## src/rtl/float_sort4.sv

```systemverilog
// Collects four IEEE754 single-precision words, sorts them with a six-step
// bubble network (one compare-exchange per cycle) and streams them out.
module float_sort4 #(
    parameter bit DESCENDING = 1'b0
) (
    input  logic        clk,
    input  logic        rst,
    input  logic        in_valid,
    output logic        in_ready,
    input  logic [31:0] in_data,
    output logic        out_valid,
    input  logic        out_ready,
    output logic [31:0] out_data,
    output logic        out_last,
    output logic        busy
);

    typedef enum logic [1:0] {LOAD, SORT, DRAIN} state_t;

    state_t      state_q, state_d;
    logic [1:0]  load_cnt_q, load_cnt_d;
    logic [2:0]  step_q, step_d;
    logic [1:0]  drain_q, drain_d;
    logic [31:0] slot_q [4];
    logic [31:0] slot_d [4];
    logic [31:0] out_data_q, out_data_d;
    logic        out_valid_q, out_valid_d;
    logic        out_last_q, out_last_d;
    logic [1:0]  lo_idx, hi_idx;
    logic        do_swap;

    // Sign-magnitude "a strictly greater than b"; NaN/Inf fall out of the bit rules.
    function automatic logic fp_gt(input logic [31:0] a, input logic [31:0] b);
        if (a[31] != b[31])
            return b[31];
        else if (!a[31])
            return a[30:0] > b[30:0];
        else
            return a[30:0] < b[30:0];
    endfunction

    // Pair schedule (0,1),(1,2),(2,3),(0,1),(1,2),(0,1) is a full bubble sort of 4.
    always_comb begin
        case (step_q)
            3'd1, 3'd4: lo_idx = 2'd1;
            3'd2:       lo_idx = 2'd2;
            default:    lo_idx = 2'd0;
        endcase
        hi_idx  = lo_idx + 2'd1;
        do_swap = DESCENDING ? fp_gt(slot_q[hi_idx], slot_q[lo_idx])
                             : fp_gt(slot_q[lo_idx], slot_q[hi_idx]);
    end

    always_comb begin
        state_d     = state_q;
        load_cnt_d  = load_cnt_q;
        step_d      = step_q;
        drain_d     = drain_q;
        slot_d      = slot_q;
        out_data_d  = out_data_q;
        out_valid_d = out_valid_q;
        out_last_d  = out_last_q;
        case (state_q)
            LOAD: begin
                if (in_valid) begin
                    slot_d[load_cnt_q] = in_data;
                    load_cnt_d         = load_cnt_q + 2'd1;
                    if (load_cnt_q == 2'd3) begin
                        state_d = SORT;
                        step_d  = 3'd0;
                    end
                end
            end
            SORT: begin
                if (do_swap) begin
                    slot_d[lo_idx] = slot_q[hi_idx];
                    slot_d[hi_idx] = slot_q[lo_idx];
                end
                step_d = step_q + 3'd1;
                if (step_q == 3'd5) begin
                    // Present slot 0 including the result of the final exchange.
                    state_d     = DRAIN;
                    step_d      = 3'd0;
                    drain_d     = 2'd0;
                    out_valid_d = 1'b1;
                    out_last_d  = 1'b0;
                    out_data_d  = slot_d[0];
                end
            end
            DRAIN: begin
                if (out_ready) begin
                    if (drain_q == 2'd3) begin
                        state_d     = LOAD;
                        load_cnt_d  = 2'd0;
                        drain_d     = 2'd0;
                        out_valid_d = 1'b0;
                        out_last_d  = 1'b0;
                    end else begin
                        drain_d    = drain_q + 2'd1;
                        out_data_d = slot_q[drain_d];
                        out_last_d = (drain_d == 2'd3);
                    end
                end
            end
            default: state_d = LOAD;
        endcase
    end

    always_ff @(posedge clk) begin
        if (rst) begin
            state_q     <= LOAD;
            load_cnt_q  <= 2'd0;
            step_q      <= 3'd0;
            drain_q     <= 2'd0;
            out_data_q  <= 32'h0;
            out_valid_q <= 1'b0;
            out_last_q  <= 1'b0;
        end else begin
            state_q     <= state_d;
            load_cnt_q  <= load_cnt_d;
            step_q      <= step_d;
            drain_q     <= drain_d;
            out_data_q  <= out_data_d;
            out_valid_q <= out_valid_d;
            out_last_q  <= out_last_d;
        end
    end

    // Slot storage is never observable before being rewritten, so it has no reset.
    always_ff @(posedge clk) begin
        slot_q <= slot_d;
    end

    assign in_ready  = (state_q == LOAD);
    assign busy      = (state_q == SORT);
    assign out_valid = out_valid_q;
    assign out_data  = out_data_q;
    assign out_last  = out_last_q;

endmodule

```

## config.mk

```make
export PLATFORM = sky130hd
export DESIGN_NAME = float_sort4
export DESIGN_NICKNAME = d
export VERILOG_FILES = /design/src/rtl/float_sort4.sv
export SDC_FILE = /design/constraint.sdc
export NUM_CORES = 1
export LEC_CHECK = 0
export ABC_AREA = 1
export BUFFER_PORTS_ARGS = -buffer_cell sky130_fd_sc_hd__clkbuf_2
export CAP_MARGIN = 40
export CORE_AREA = 2 2 207 188
export DETAILED_ROUTE_END_ITERATION = 12
export DIE_AREA = 0 0 209 190
export PLACE_DENSITY = 0.54
export SYNTH_ARGS = -nofsm -noshare
export SYNTH_HDL_FRONTEND = slang
export SYNTH_SLANG_ARGS = --single-unit
export TNS_END_PERCENT = 100
```

## constraint.sdc

```tcl
create_clock -name clk -period 8.3 [get_ports clk]
set_input_delay 0.83 -clock clk [delete_from_list [all_inputs] [get_ports clk]]
set_output_delay 0.83 -clock clk [all_outputs]
set_load 0.01 [all_outputs]
```

==> qor.csv, run 1 <==
stage,metric,value,unit
pwr,sw power,2.00,mW
drt,Iter 0 DRT Violations,1787,
yosys,Post-synth top cells,"nand2_1 (438), o21ai_0 (235), inv_1 (166)",
timing,Setup TNS Final,0,ns
drt,via count,14100,
floorplanning,Die Width,209,µm
cts,Clock Root Buffer,clkbuf_16,
global_route,vias in the first global route,13200,
cts,htree depth,4,
cts,clk_lat worst skew,0.46,ns
floorplanning,IO Pins,72,
critical_path,slowest CP cell,nor2_4,
critical_path,Critical Path Sink Type,register,
critical_path,most frequent CP cell,nand2_1,
critical_path,CP arrival,7.15,ns
floorplanning,full die area,39700,µm²
cts,TritonCTS buffer count,17,
global_route,"Remaining Overflow, GRT",0,
yosys,synth top area cells,"edfxtp_1 (30%), nand2_1 (13%), o21ai_0 (9.0%)",
critical_path,Crit path largest cell delay,0.71,ns
critical_path,Crit path max-delay family,simple AND/OR/NAND/NOR gates,
drt,first drt pass iteration count,6,
cts,post_cts resized,0,
pwr,Pwr Density,284,nW/µm²
floorplanning,starting density of the core,34.4,%
timing,worst hold slack,0.466,ns
layout,layout cell share with drive strength beyond 1,9.90,%
pwr,Sw Ratio,48.4,%
yosys,post-synthesis cell type count,39,
layout,Area Overhead vs Synth,11.7,%
yosys,Yosys reg bits,171,
timing,max-slew violation count,0,
timing,Final period util,84.5,%
timing,Fmax,143,MHz
place,placer congestion estimate,0.858,
global_route,gr usage total,26.7,%
place,Placed Area,13900,µm²
status,status,"finished, final reports clean",
cts,hold buffers post-CTS,0,
cts,"CTS clk-pin slew, worst paths",0.07,ns
place,DP Wirelength,33400,µm
drt,drt total wl,53700,µm
timing,clk_skew,0.0136,ns
yosys,Post-Syn Instances,1844,
pwr,total chip power,4.13,mW
pwr,Reg power frac,28.2,%
yosys,post-synthesis sequential area ratio,36.2,%
drt,WL/cell,23.1,µm
critical_path,CP required,8.44,ns
hold_path,hold crit path type,reg2reg,
critical_path,critical path class,reg2reg,
yosys,top_reg_cell synth,edfxtp_1,
timing,RSZ-0062 raised after global routing,no,
layout,Final nets,1899,
yosys,number of flops mapped to enable cells by yosys,128,
critical_path,maximum fanout along the worst path,43,
yosys,Post-Syn Nets,1917,
pwr,Pleak,5.84,nW
pwr,Clk network pwr share,20.3,%
pwr,cell-internal power,2.13,mW
timing,max_slew headroom,39.4,%
yosys,mapped cell area,13000,µm²
critical_path,CP bufs+invs,7,
drt,DR DRC count,0,
yosys,synth warn,0,
global_route,pin count of the biggest net entering global routing,77,
timing,Setup-failing EPs final,0,
cts,"Setup Fix Bufs, Post-CTS",0,
pwr,VDD IR max,0.000161,V
drt,via/cell ratio,6.05,
layout,fill count,3925,
timing,worst-margin pin slew,0.909,ns
pwr,logic gate share of total power,51.5,%
run,# Max-Cap Violations,0,
layout,utilization after layout,38.4,%
yosys,most frequent cell after synthesis,nand2_1,
timing,minimum clock period,7.01,ns
global_route,global-route wire length before repair,80500,µm
yosys,"Async S/R FF share, synth",0,%
critical_path,CP Launch Type,register,
place,PortBufs,71,
cts,# clock sinks,171,
yosys,Synth top area share,29.6,%
cts,CTS tree,built,
cts,CTS Buffer Depth,2,
global_route,initial antenna violation count,0,
floorplanning,Die Height,190,µm
drt,ANT nets after route,0,
layout,ANT cells,0,
yosys,most area-hungry cell type in the Yosys netlist,edfxtp_1,
timing,final hold viol count,0,
floorplanning,Core Footprint,37900,µm²
floorplanning,FP Rows,68,
layout,"Design Area, Final",14500,µm²
yosys,Syn Area/Cell,7.05,µm²
cells by family (layout without fill, tap and decap cells):
kind of cell    Yosys count  after routing  synth area share (%)
buf+inv                 328            323                  10.0
fa+ha+maj                37             37                  3.56
flops                   171            171                  36.2
compound gates          666            666                  29.3
simple gates            642            642                  21.0
final cells by class:
class | count | area, µm² | area share [%]
Clock buffer | 17 | 425 | 2.93
Multi-Input combinational cell | 1345 | 7070 | 48.7
Inverter | 181 | 679 | 4.68
Sequential cell | 171 | 4710 | 32.4
Clock inverter | 15 | 156 | 1.08
Tap cell | 490 | 613 | 4.22
Timing Repair Buffer | 110 | 878 | 6.04
power groups by stage:
| stage | Sequential, mW | Combinational (mW) | Clock, mW |
|---|---|---|---|
| 5_1_grt | 1.18 | 2.34 | 0.877 |
| 3_5_place_dp | 1.18 | 2.07 | 0 |
| 6_report | 1.17 | 2.13 | 0.839 |
| 3_3_place_gp | 1.18 | 2.01 | 0 |
| 4_1_cts | 1.16 | 2.08 | 0.845 |
| 2_1_floorplan | 1.16 | 1.44 | 0 |
placed cells by master, fill, tap and decap left out, types with 4 or more instances in the layout:
| master | n |
|---|---|
| nand2_1 | 433 |
| o21ai_0 | 235 |
| inv_1 | 164 |
| a21oi_1 | 159 |
| edfxtp_1 | 128 |
| o22ai_1 | 115 |
| nand3_1 | 99 |
| o211ai_1 | 71 |
| clkbuf_2 | 71 |
| a31oi_1 | 53 |
| nor2_1 | 42 |
| dfxtp_1 | 42 |
| nand4_1 | 36 |
| ha_1 | 35 |
| buf_4 | 23 |
| o31ai_1 | 19 |
| clkbuf_16 | 17 |
| inv_2 | 13 |
| nand2_2 | 10 |
| nor3_1 | 7 |
| buf_12 | 7 |
| buf_16 | 6 |
| nor2_4 | 5 |
| inv_6 | 5 |
| clkinv_1 | 4 |
| inv_8 | 4 |
per-layer routing:
layer | routed length, µm | up-vias | track usage [%]
met5 | 0 | - | 0
met4 | 1370 | 0 | 8.90
met3 | 5810 | 97 | 5.18
met2 | 23300 | 817 | 41.7
met1 | 23200 | 6652 | 36.9
li1 | - | 6529 | -
metrics by stage:
stage                     setup WS, ns  instances
final                             1.29       2329
after global routing             0.874       2329
after CTS                         1.45       2329
after detailed placement          1.45       2297
after global placement            1.45       2282
after floorplan                   1.71       1844
tightest hold or removal path: stages, from the launching register on:
cell,delay (ns)
dfxtp_1,0.31
nand2_1,0.06
a21oi_1,0.05
flip-flops by register name, indices dropped and copies added (netlist names):
register,count
slot_q,128
out_data,32
step_q,3
drain_q,2
load_cnt_q,2
state_q,2
out_last,1
out_valid,1
path summary, 6_finish.rpt:
kind                startpoint      endpoint  slack (ns)  cells after the start
setup / recovery     step_q[1]    slot_q[83]        1.29                     26
hold / removal    out_data[21]  out_data[21]        0.47                      2
hold reg to reg   out_data[21]  out_data[21]        0.47                      2
setup reg to reg     step_q[1]    slot_q[83]        1.29                     26
No activity file was read; power rests on OpenSTA's default activity.
==> run 2, diff against run 1 <==
- clock period: 8.3 -> 6.6 ns (I/O delays scaled with it)
==> run 2 against run 1 <==
Utilization shrank 0.13 points. Sequential power increased by 25%. First-iteration DRC count rose by 0.73%. Cell count increased by 0.26%. Non-clock buffer count increased by 6. Maximum frequency rose by 20%. Wire length rose by 1.5%. Count of clock-buffer cells in the layout is 10 higher. Via count rose by 1.0%. Setup slack lost 0.55 ns. Critical path depth increased by 1. Largest cell class unchanged. Largest power group unchanged.
==> qor.csv, run 2 (synthesis gave the netlist of run 1 again) <==
stage,metric,value,unit
critical_path,Critical Path Sink Type,register,
floorplanning,starting density of the core,34.4,%
cts,post_cts resized,0,
place,PortBufs,71,
pwr,Sw Ratio,47.7,%
pwr,cell-internal power,2.73,mW
global_route,pin count of the biggest net entering global routing,92,
critical_path,CP arrival,6.02,ns
drt,ANT nets after route,0,
timing,Final period util,88.8,%
timing,worst-margin pin slew,0.954,ns
cts,CTS Buffer Depth,2,
pwr,VDD IR max,0.000379,V
timing,RSZ-0062 raised after global routing,no,
timing,Setup-failing EPs final,0,
cts,hold buffers post-CTS,0,
pwr,Reg power frac,27.9,%
layout,fill count,3928,
global_route,gr usage total,27.2,%
layout,ANT cells,0,
critical_path,CP Launch Type,register,
pwr,Clk network pwr share,19.8,%
floorplanning,Die Width,209,µm
floorplanning,Core Footprint,37900,µm²
timing,max-slew violation count,0,
pwr,logic gate share of total power,52.3,%
critical_path,maximum fanout along the worst path,34,
floorplanning,IO Pins,72,
timing,Setup TNS Final,0,ns
cts,CTS tree,built,
floorplanning,full die area,39700,µm²
run,# Max-Cap Violations,0,
pwr,Pleak,5.83,nW
drt,DR DRC count,0,
status,status,"finished, final reports clean",
critical_path,Crit path largest cell delay,0.68,ns
layout,Area Overhead vs Synth,11.4,%
cts,TritonCTS buffer count,17,
global_route,global-route wire length before repair,81500,µm
global_route,initial antenna violation count,0,
place,placed insts,2303,
timing,final hold viol count,0,
drt,first drt pass iteration count,6,
layout,most frequent cells in the layout,"nand2_1 (435), o21ai_0 (235), inv_1 (166), a21oi_1 (159), edfxtp_1 (128)",
layout,Reg with most FFs,slot_q,
critical_path,critical path class,reg2reg,
timing,max_slew headroom,36.4,%
drt,via count,14200,
floorplanning,Die Height,190,µm
hold_path,hold crit path type,reg2reg,
place,placer congestion estimate,0.888,
floorplanning,FP Rows,68,
cts,clk_lat worst skew,0.46,ns
layout,layout cell share with drive strength beyond 1,9.81,%
drt,drt total wl,54600,µm
cts,# clock sinks,171,
cts,"Setup Fix Bufs, Post-CTS",0,
pwr,sw power,2.49,mW
layout,count of non-filler cells in the finished layout,2335,
cts,htree depth,4,
drt,WL/cell,23.4,µm
pwr,Pwr Density,361,nW/µm²
place,DP Wirelength,33500,µm
cts,"CTS clk-pin slew, worst paths",0.07,ns
drt,via/cell ratio,6.10,
critical_path,slowest CP cell,a22oi_2,
layout,"commonest non-fill, non-tap cell in the layout",nand2_1,
timing,Fmax,171,MHz
timing,clk_skew,0.0101,ns
layout,max reg flops,128,
drt,Iter 0 DRT Violations,1800,
global_route,vias in the first global route,13000,
timing,minimum clock period,5.86,ns
global_route,"Remaining Overflow, GRT",0,
critical_path,CP required,6.76,ns
layout,Final nets,1905,
cts,Clock Root Buffer,clkbuf_16,
-- run 2: cell type report --
cell class / count / area, µm² / share of cell area [%]
clock buffer: 27 / 534 / 3.69
tap: 490 / 613 / 4.23
multi-input combinational: 1345 / 7060 / 48.8
timing repair buffer: 116 / 831 / 5.74
inverter: 181 / 679 / 4.69
clock inverter: 5 / 52.6 / 0.363
sequential: 171 / 4710 / 32.5
-- run 2: metrics by stage --
step | power [mW] | hold WS [ns] | util (%) | area, µm² | setup WS, ns
after floorplan | 3.26 | 0.460 | - | 13000 | 0.0135
after global placement | 4.09 | 0.452 | 36.4 | 13800 | 1.00
after detailed placement | 4.11 | 0.457 | 36.7 | 13900 | 0.896
after CTS | 5.15 | 0.467 | 38.3 | 14500 | 0.861
after global routing | 5.54 | 0.486 | 38.3 | 14500 | 0.375
final | 5.23 | 0.463 | 38.3 | 14500 | 0.740
-- run 2: path summary, 6_finish.rpt --
path | from | to | slack (ns) | depth (start not counted)
min | out_data[12] | out_data[12] | 0.46 | 2
min reg2reg | out_data[12] | out_data[12] | 0.46 | 2
max | step_q[1] | slot_q[36] | 0.74 | 27
max reg2reg | step_q[1] | slot_q[36] | 0.74 | 27
-- run 2: critical path: cells and delay by family, from the launching register on --
kind / cells / cell delay [ns]
AO/OA/AOI/OAI: 2 / 0.85
adder cells (fa/ha/maj): 2 / 0.47
AND/OR/NAND/NOR: 14 / 2.07
buffers and inverters: 9 / 1.86
flip-flops: 1 / 0.30
-- run 2: routing by layer --
metal | GRT usage, % | vias up | wire length, µm
met3 | 6.85 | 150 | 7100
met4 | 11.6 | 0 | 2140
met1 | 38.2 | 6612 | 23100
li1 | - | 6523 | -
met2 | 39.6 | 951 | 22300
met5 | 0 | - | 0
-- run 2: power by group through the flow --
stage	sequential, mW	combinational (mW)	clock (mW)
after floorplan	1.46	1.81	0
final	1.46	2.73	1.03
after CTS	1.45	2.65	1.05
after global placement	1.48	2.61	0
after detailed placement	1.48	2.64	0
after global routing	1.47	2.98	1.09
